`config.mk`:
```
export PLATFORM = sky130hd
export DESIGN_NAME = spi_master_p
export DESIGN_NICKNAME = d
export VERILOG_FILES = /design/src/rtl/spi_master_p.sv
export SDC_FILE = /design/constraint.sdc
export NUM_CORES = 1
export LEC_CHECK = 0
export ABC_AREA = 1
export CELL_PAD_IN_SITES_DETAIL_PLACEMENT = 1
export CELL_PAD_IN_SITES_GLOBAL_PLACEMENT = 2
export CORE_UTILIZATION = 33
export DETAILED_ROUTE_END_ITERATION = 10
export HOLD_SLACK_MARGIN = 0.02
export MAX_ROUTING_LAYER = met4
export PLACE_DENSITY_LB_ADDON = 0.1
export SLEW_MARGIN = 20
export SYNTH_ARGS = -nofsm -noshare
export SYNTH_HDL_FRONTEND = slang
export SYNTH_SLANG_ARGS = --single-unit
```
`constraint.sdc`:
```
create_clock -name i_clk -period 3.1 [get_ports i_clk]
set_input_delay 0.31 -clock i_clk [delete_from_list [all_inputs] [get_ports i_clk]]
set_output_delay 0.31 -clock i_clk [all_outputs]
set_load 0.1 [all_outputs]
```
`src/rtl/spi_master_p.sv`:
```
// spi_master_p: single-word full-duplex SPI master with runtime CPOL/CPHA and NCS active-low chip selects
// Optional feature: define SPI_LSB_FIRST_EN to add i_lsb_first (LSB-first shifting); default is MSB-first.
// Ports: i_clk, i_rst (async, active-high); i_start/o_busy/o_done host handshake;
//   i_dout/o_din transmit and received words; i_cpol/i_cpha/i_cs_sel per-transfer setup latched on start;
//   o_cs/o_sck/o_mosi/i_miso SPI pins, all outputs registered.
module spi_master_p #(
  parameter int WIDTH = 8,
  parameter int NCS = 1,
  parameter int DIV = 2,
  localparam int SW = NCS > 1 ? $clog2(NCS) : 1
) (
  input  logic             i_clk,
  input  logic             i_rst,
  input  logic             i_start,
  input  logic [WIDTH-1:0] i_dout,
  input  logic             i_cpol,
  input  logic             i_cpha,
  input  logic [SW-1:0]    i_cs_sel,
`ifdef SPI_LSB_FIRST_EN
  input  logic             i_lsb_first,
`endif
  output logic [WIDTH-1:0] o_din,
  output logic             o_busy,
  output logic             o_done,
  output logic [NCS-1:0]   o_cs,
  output logic             o_sck,
  input  logic             i_miso,
  output logic             o_mosi
);
  localparam int CW = DIV > 1 ? $clog2(DIV) : 1;
  localparam int HW = $clog2(2 * WIDTH);
  typedef enum logic [1:0] {IDLE, LEAD, XFER, LAG} state_t;
  state_t r_st, w_st;
  logic [CW-1:0] r_cnt, w_cnt;
  logic [HW-1:0] r_half, w_half;
  logic [WIDTH-1:0] r_tx, w_tx, r_rx, w_rx, r_din, w_din;
  logic [NCS-1:0] r_cs, w_cs;
  logic r_sck, w_sck, r_mosi, w_mosi, r_busy, w_busy, r_done, w_done;
  logic r_cpha, w_cpha, r_lsb, w_lsb;
  logic w_lsb_in, w_tick, w_lead, w_last, w_edge, w_sample, w_shift;
`ifdef SPI_LSB_FIRST_EN
  assign w_lsb_in = i_lsb_first;
`else
  assign w_lsb_in = 1'b0;
`endif
  assign w_tick = r_cnt == CW'(DIV - 1);
  // an SCK toggle into an even half-period (or out of LEAD) is a leading edge
  assign w_lead = r_st == LEAD || r_half[0];
  assign w_last = r_half == HW'(2 * WIDTH - 1);
  assign w_edge = w_tick && (r_st == LEAD || (r_st == XFER && !w_last));
  assign w_sample = w_edge && (w_lead ^ r_cpha);
  // CPHA=0 already presented bit 0 in LEAD, so its final trailing edge must not shift
  assign w_shift = w_edge && !(w_lead ^ r_cpha) && !(r_st == XFER && r_half == HW'(2 * WIDTH - 2));
  always_comb begin
    w_st = r_st;
    w_cnt = w_tick ? '0 : r_cnt + 1'b1;
    w_half = r_half;
    w_sck = w_edge ? ~r_sck : r_sck;
    w_mosi = w_shift ? (r_lsb ? r_tx[0] : r_tx[WIDTH-1]) : r_mosi;
    w_tx = w_shift ? (r_lsb ? r_tx >> 1 : r_tx << 1) : r_tx;
    w_rx = w_sample ? (r_lsb ? {i_miso, r_rx[WIDTH-1:1]} : {r_rx[WIDTH-2:0], i_miso}) : r_rx;
    w_din = r_din;
    w_cs = r_cs;
    w_busy = r_busy;
    w_done = 1'b0;
    w_cpha = r_cpha;
    w_lsb = r_lsb;
    case (r_st)
      IDLE: begin
        w_cnt = '0;
        w_sck = i_cpol;
        w_cs = '1;
        w_mosi = 1'b0;
        w_busy = 1'b0;
        if (i_start) begin
          w_st = LEAD;
          w_busy = 1'b1;
          w_cs = ~(NCS'(1) << i_cs_sel);
          w_cpha = i_cpha;
          w_lsb = w_lsb_in;
          w_rx = '0;
          w_mosi = i_cpha ? 1'b0 : (w_lsb_in ? i_dout[0] : i_dout[WIDTH-1]);
          w_tx = i_cpha ? i_dout : (w_lsb_in ? i_dout >> 1 : i_dout << 1);
        end
      end
      LEAD: if (w_tick) begin
        w_st = XFER;
        w_half = '0;
      end
      XFER: if (w_tick) begin
        w_st = w_last ? LAG : XFER;
        w_half = r_half + 1'b1;
      end
      default: if (w_tick) begin
        w_st = IDLE;
        w_cs = '1;
        w_mosi = 1'b0;
        w_din = r_rx;
        w_done = 1'b1;
        w_busy = 1'b0;
      end
    endcase
  end
  always_ff @(posedge i_clk or posedge i_rst) begin
    if (i_rst) begin
      r_st <= IDLE;
      r_cnt <= '0;
      r_half <= '0;
      r_tx <= '0;
      r_rx <= '0;
      r_din <= '0;
      r_cs <= '1;
      r_sck <= 1'b0;
      r_mosi <= 1'b0;
      r_busy <= 1'b0;
      r_done <= 1'b0;
      r_cpha <= 1'b0;
      r_lsb <= 1'b0;
    end else begin
      r_st <= w_st;
      r_cnt <= w_cnt;
      r_half <= w_half;
      r_tx <= w_tx;
      r_rx <= w_rx;
      r_din <= w_din;
      r_cs <= w_cs;
      r_sck <= w_sck;
      r_mosi <= w_mosi;
      r_busy <= w_busy;
      r_done <= w_done;
      r_cpha <= w_cpha;
      r_lsb <= w_lsb;
    end
  end
  assign o_din = r_din;
  assign o_busy = r_busy;
  assign o_done = r_done;
  assign o_cs = r_cs;
  assign o_sck = r_sck;
  assign o_mosi = r_mosi;
endmodule
```
After elaboration in Yosys (flattened, before gate mapping)
Index checks and enable logic that the tools add are counted.
- flip-flop bits (word level): 37
- input bits: 15
- output and inout port bits: 13
- bitwise operators: 5
- multiplexer cells: 33
- add/subtract/negate cells: 2
- eq/ne operators: 7
- reduce and logical (&&, ||, !) cells: 22
- shift operators: 1
- operator list (cell ; number):
    $mux W8 ; 7
    $mux W1 ; 15
    $eq A4 B4 Y1 const B ; 2
    $mux W2 ; 4
    $mux W4 ; 2
    $pmux W4 S2 ; 1
    $logic_and A1 B1 Y1 ; 6
    $ne A2 B2 Y1 const B ; 3
    $pmux W1 S2 ; 3
    $pmux W2 S3 ; 1
    $reduce_and A2 Y1 ; 3
    $reduce_bool A2 Y1 ; 3
    $add A4 B1 Y4 const B ; 1
    $not A1 Y1 ; 4
    $reduce_and A4 Y1 ; 1
    $logic_not A1 Y1 ; 3
    $reduce_and A3 Y1 ; 1
    $reduce_or A3 Y1 ; 1
    $eq A2 B1 Y1 const B ; 1
    $eq A2 B2 Y1 const B ; 1
    $logic_not A2 Y1 ; 1
    $logic_or A1 B1 Y1 ; 2
    $reduce_or A2 Y1 ; 1
    $add A1 B1 Y1 const B ; 1
    other kinds (2) ; 2

Logic depth before layout (Yosys ltp)
- word-level depth: 10
- depth in mapped cells: 11

Least setup slack after synthesis
Ideal clock, no wire load.
- kind: register to register
- start point: register r_st[1]
- end point: register r_tx[7]
- clock period less this slack: 1.546 ns
- arrival: 1.433 ns
- path slack: 1.554 ns
- buffers on the path: 0
- cell stages (with the launch flop): 11
- cells stage by stage: dfrtp_1 inv_1 ha_1 o21ai_0 nand2_1 nor2_4 nand2_1 nand2_1 nand3_1 nand2_1 inv_1
- longest elaborated chain between the ends: 9
- ends and longest elaborated chain (element ; line ; RTL):
    start, declared ; 33 ; state_t r_st, w_st;
    start signal, assigned ; 120 ; r_st <= w_st;
    $eq A2 B1 Y1 or $eq A2 B2 Y1 (tied branches) ; 48, 50, 53 ;
    $logic_or A1 B1 Y1 or $logic_and A1 B1 Y1 (tied branches) ; 48, 50 ;
    $xor A1 B1 Y1 or $logic_or A1 B1 Y1 (tied branches) ; 53, 50 ;
    $logic_not A1 Y1 or $logic_and A1 B1 Y1 (tied branches) ; 53, 50 ;
    $logic_and A1 B1 Y1 (2 in a row) ; 53 ; assign w_shift = w_edge && !(w_lead ^ r_cpha) && !(r_st == XFER && r_half == HW'(2 * WIDTH - 2));
    $mux W8 ; 60 ; w_tx = w_shift ? (r_lsb ? r_tx >> 1 : r_tx << 1) : r_tx;
    $mux W8 ; 75 ; if (i_start) begin
    $mux W8 * ; 68 ; case (r_st)
    via w_tx[7] ; 36 ; logic [WIDTH-1:0] r_tx, w_tx, r_rx, w_rx, r_din, w_din;
    end signal, assigned ; 123 ; r_tx <= w_tx;
    end, declared ; 36 ;
Mark *: on every way through the listed nets, which the timed path passes. The rest lies on a longest branch.
A chain may end at the register's enable or synchronous reset.

Worst setup path in the final report
- start point: register r_sck (netlist: o_sck)
- end point: output port o_sck
- RTL lines (element ; line ; RTL):
    start, declared ; 38 ; logic r_sck, w_sck, r_mosi, w_mosi, r_busy, w_busy, r_done, w_done;
    start signal, assigned ; 127 ; r_sck <= w_sck;
    end, declared ; 26 ; output logic o_sck,
No word-level cell between the ends.

==> flow_summary.ini <==
[worst_setup_path]
endpoint_kind = primary output
critPathMaxFanout = 2
path_buf_inv = 1
required_ns = 2.79
cp_slowest_stage_delay_ns = 1.15
r2r_setup_slack_ns = 1.27
crit_path_top_delay_cell = clkdlybuf4s50_1
worstPathCellList = clkdlybuf4s50_1
cp_top_family = buffers and inverters
start_kind = register
crit_type = register to primary output
worst_ep_arrival_time_ns = 1.81

[routing]
drt-pass1-iter-count = 4
wl_per_cell_um = 13.1
wl_mm = 4.28
ant_nets = 0
num_vias = 1500
drc = 0
via_per_inst = 4.60
drt_iter0_markers = 73

[cts]
path_clk_slew_ns = 0.08
ctsResizeCount = 0
clock-root-buffer = clkbuf_8
cts_hold_buf = 0
cts_num_sinks = 37
cts_max_level = 2
numCtsBuffers = 5
clkLatencyLatePin_ns = 0.29
cts_setup_buffers = 0
tritoncts = done
clk_path_buf_depth = 2

[sta]
max-slew-margin-rel_pct = 34.2
drv_slew = 0
rsz0062_at_grt = no
period_share_pct = 68.5
hold_viol_final = 0
fmax_ghz = 0.471
hold_slack_ns = 0.441
fin_crit_ns = 2.12
setup_tns_ns = 0
tightest_slew_ns = 0.983
setup_viol = 0
skew_ns = 0.0131

[logic_synthesis]
synthTopCellsByCount = nand2_1 (44), nor2_1 (39), dfrtp_1 (36), inv_1 (31), o21ai_0 (20)
synthCells = 223
avgSynthCellArea_um2 = 8.14
synth_area_leader_cell = dfrtp_1
syn-cell-area_um2 = 1820
synth_edf_count = 0
syn_nets = 244
synth_most_common_cell = nand2_1
ys_seq_elements = 37
yosysWarnings = 0
synthFlopType = dfrtp_1
synth_top_cells_by_area = dfrtp_1 (50%), nand2_1 (9.1%), nor2_1 (8.1%), inv_1 (6.4%), o21ai_0 (5.5%)
netlist.area_leader.share_pct = 49.6
synthDistinctLibCells = 21
async_reset_ff_share_pct = 100
yosysSeqAreaShare_pct = 51.1

[power_and_ir_drop]
powerDensity_nw_per_um2 = 1210
p_leak_nw = 1.11
max-vdd-ir-drop_uv = 607

[floorplanning]
core_um2 = 5200
die_x_um = 76.2
die_area_um2 = 5800
io_pins = 28
initial_core_util_pct = 34.9
core.rowCount = 26
die_height_um = 76.2

[global_route]
antenna_found_initial = 0
grt_use_total_pct = 17.1
grt_max_degree = 38
globalRouteOverflowTotal = 0
grt_pass1_vias = 1610
grt_pass1_wl_mm = 7.62

[place]
io_buffers = 27
globalplace.congestion = 0.802
hpwl_mm = 2.98

[job]
max-cap-violations = 0

[worst_hold_path]
min_path_type = input pin to asynchronous set/reset pin

[layout]
diodes = 0
final_nets = 276
area_growth_pct = 25.3
drive_above_1_share_pct = 7.42

[status]
outcome = completed
power by group:
part	leakage [nW]	switching (mW)	total, mW	internal (mW)
Combinational	0.578	1.10	1.51	0.409
Clock	0.0585	0.185	0.426	0.241
Sequential	0.470	0.132	0.821	0.690
state kept, by name, summed over array words and instances (netlist names):
signal  cells
o_cs        1
r_cnt       1
r_rx        8
o_sck       1
o_din       8
r_tx        8
o_busy      1
o_done      1
r_half      4
r_st        2
o_mosi      1
r_cpha      1
routing by layer:
layer  up-vias  routed length [um]  GRT usage [%]
met5         -                   0              -
li1        771                   -              -
met4         0                  57           5.77
met1       703                2290           22.9
met2        21                1820           25.9
met3         5                 121           3.47
area by class of cell:
cell class	instances	area [um^2]
clock buffer	5	68.8
clock inverter	3	43.8
fill	645	2930
inverter	31	116
multi-input combinational	151	748
sequential	37	927
tap	70	87.6
timing repair buffer	29	283
placed cells by master, fill, tap and decap left out, drive strengths merged:
master / synthesis / final
o21ai: 22 / 22
bufinv: 0 / 1
inv: 31 / 32
buf: 2 / 3
nand4: 1 / 1
a21oi: 7 / 7
o22a: 1 / 1
nand2: 45 / 45
clkbuf: 2 / 5
nor2: 43 / 43
dfstp: 1 / 1
dfrtp: 36 / 36
o22ai: 8 / 8
nor3: 2 / 2
ha: 6 / 6
clkdlybuf4s50: 0 / 26
xor2: 2 / 2
nand3: 14 / 14
clkinv: 0 / 1
through the flow:
step / utilization (%) / cell area [um^2] / setup slack (ns) / cells / total power [mW]
2_1_floorplan: - / 1820 / 1.55 / 223 / 2.00
3_3_place_gp: 41.5 / 2160 / 1.22 / 318 / 2.36
3_5_place_dp: 41.5 / 2160 / 1.22 / 318 / 2.36
4_1_cts: 43.7 / 2270 / 0.960 / 326 / 2.81
5_1_grt: 43.7 / 2270 / 0.940 / 326 / 2.99
6_report: 43.7 / 2270 / 0.978 / 326 / 2.76
path summary, 6_finish.rpt:
path / start / to / cells past startpoint
max in group asynchronous: i_rst / r_half[0] / 3
min reg2reg: o_din[6] / o_din[6] / 2
min in group i_clk: o_din[6] / o_din[6] / 2
min: i_rst / o_busy / 3
max: o_sck / o_sck / 1
max reg2reg: r_st[0] / r_tx[7] / 9
cells by family after synthesis:
logic type               count (synthesis)  share of synthesized area, %
AO/OA/AOI/OAI                           38                          11.6
XOR/XNOR                                 2                         0.965
adder cells (fa/ha/maj)                  6                          4.13
buffers and inverters                   35                          7.72
flip-flops                              37                          51.1
AND/OR/NAND/NOR                        105                          24.5
Power figures use the tool's default switching activity.
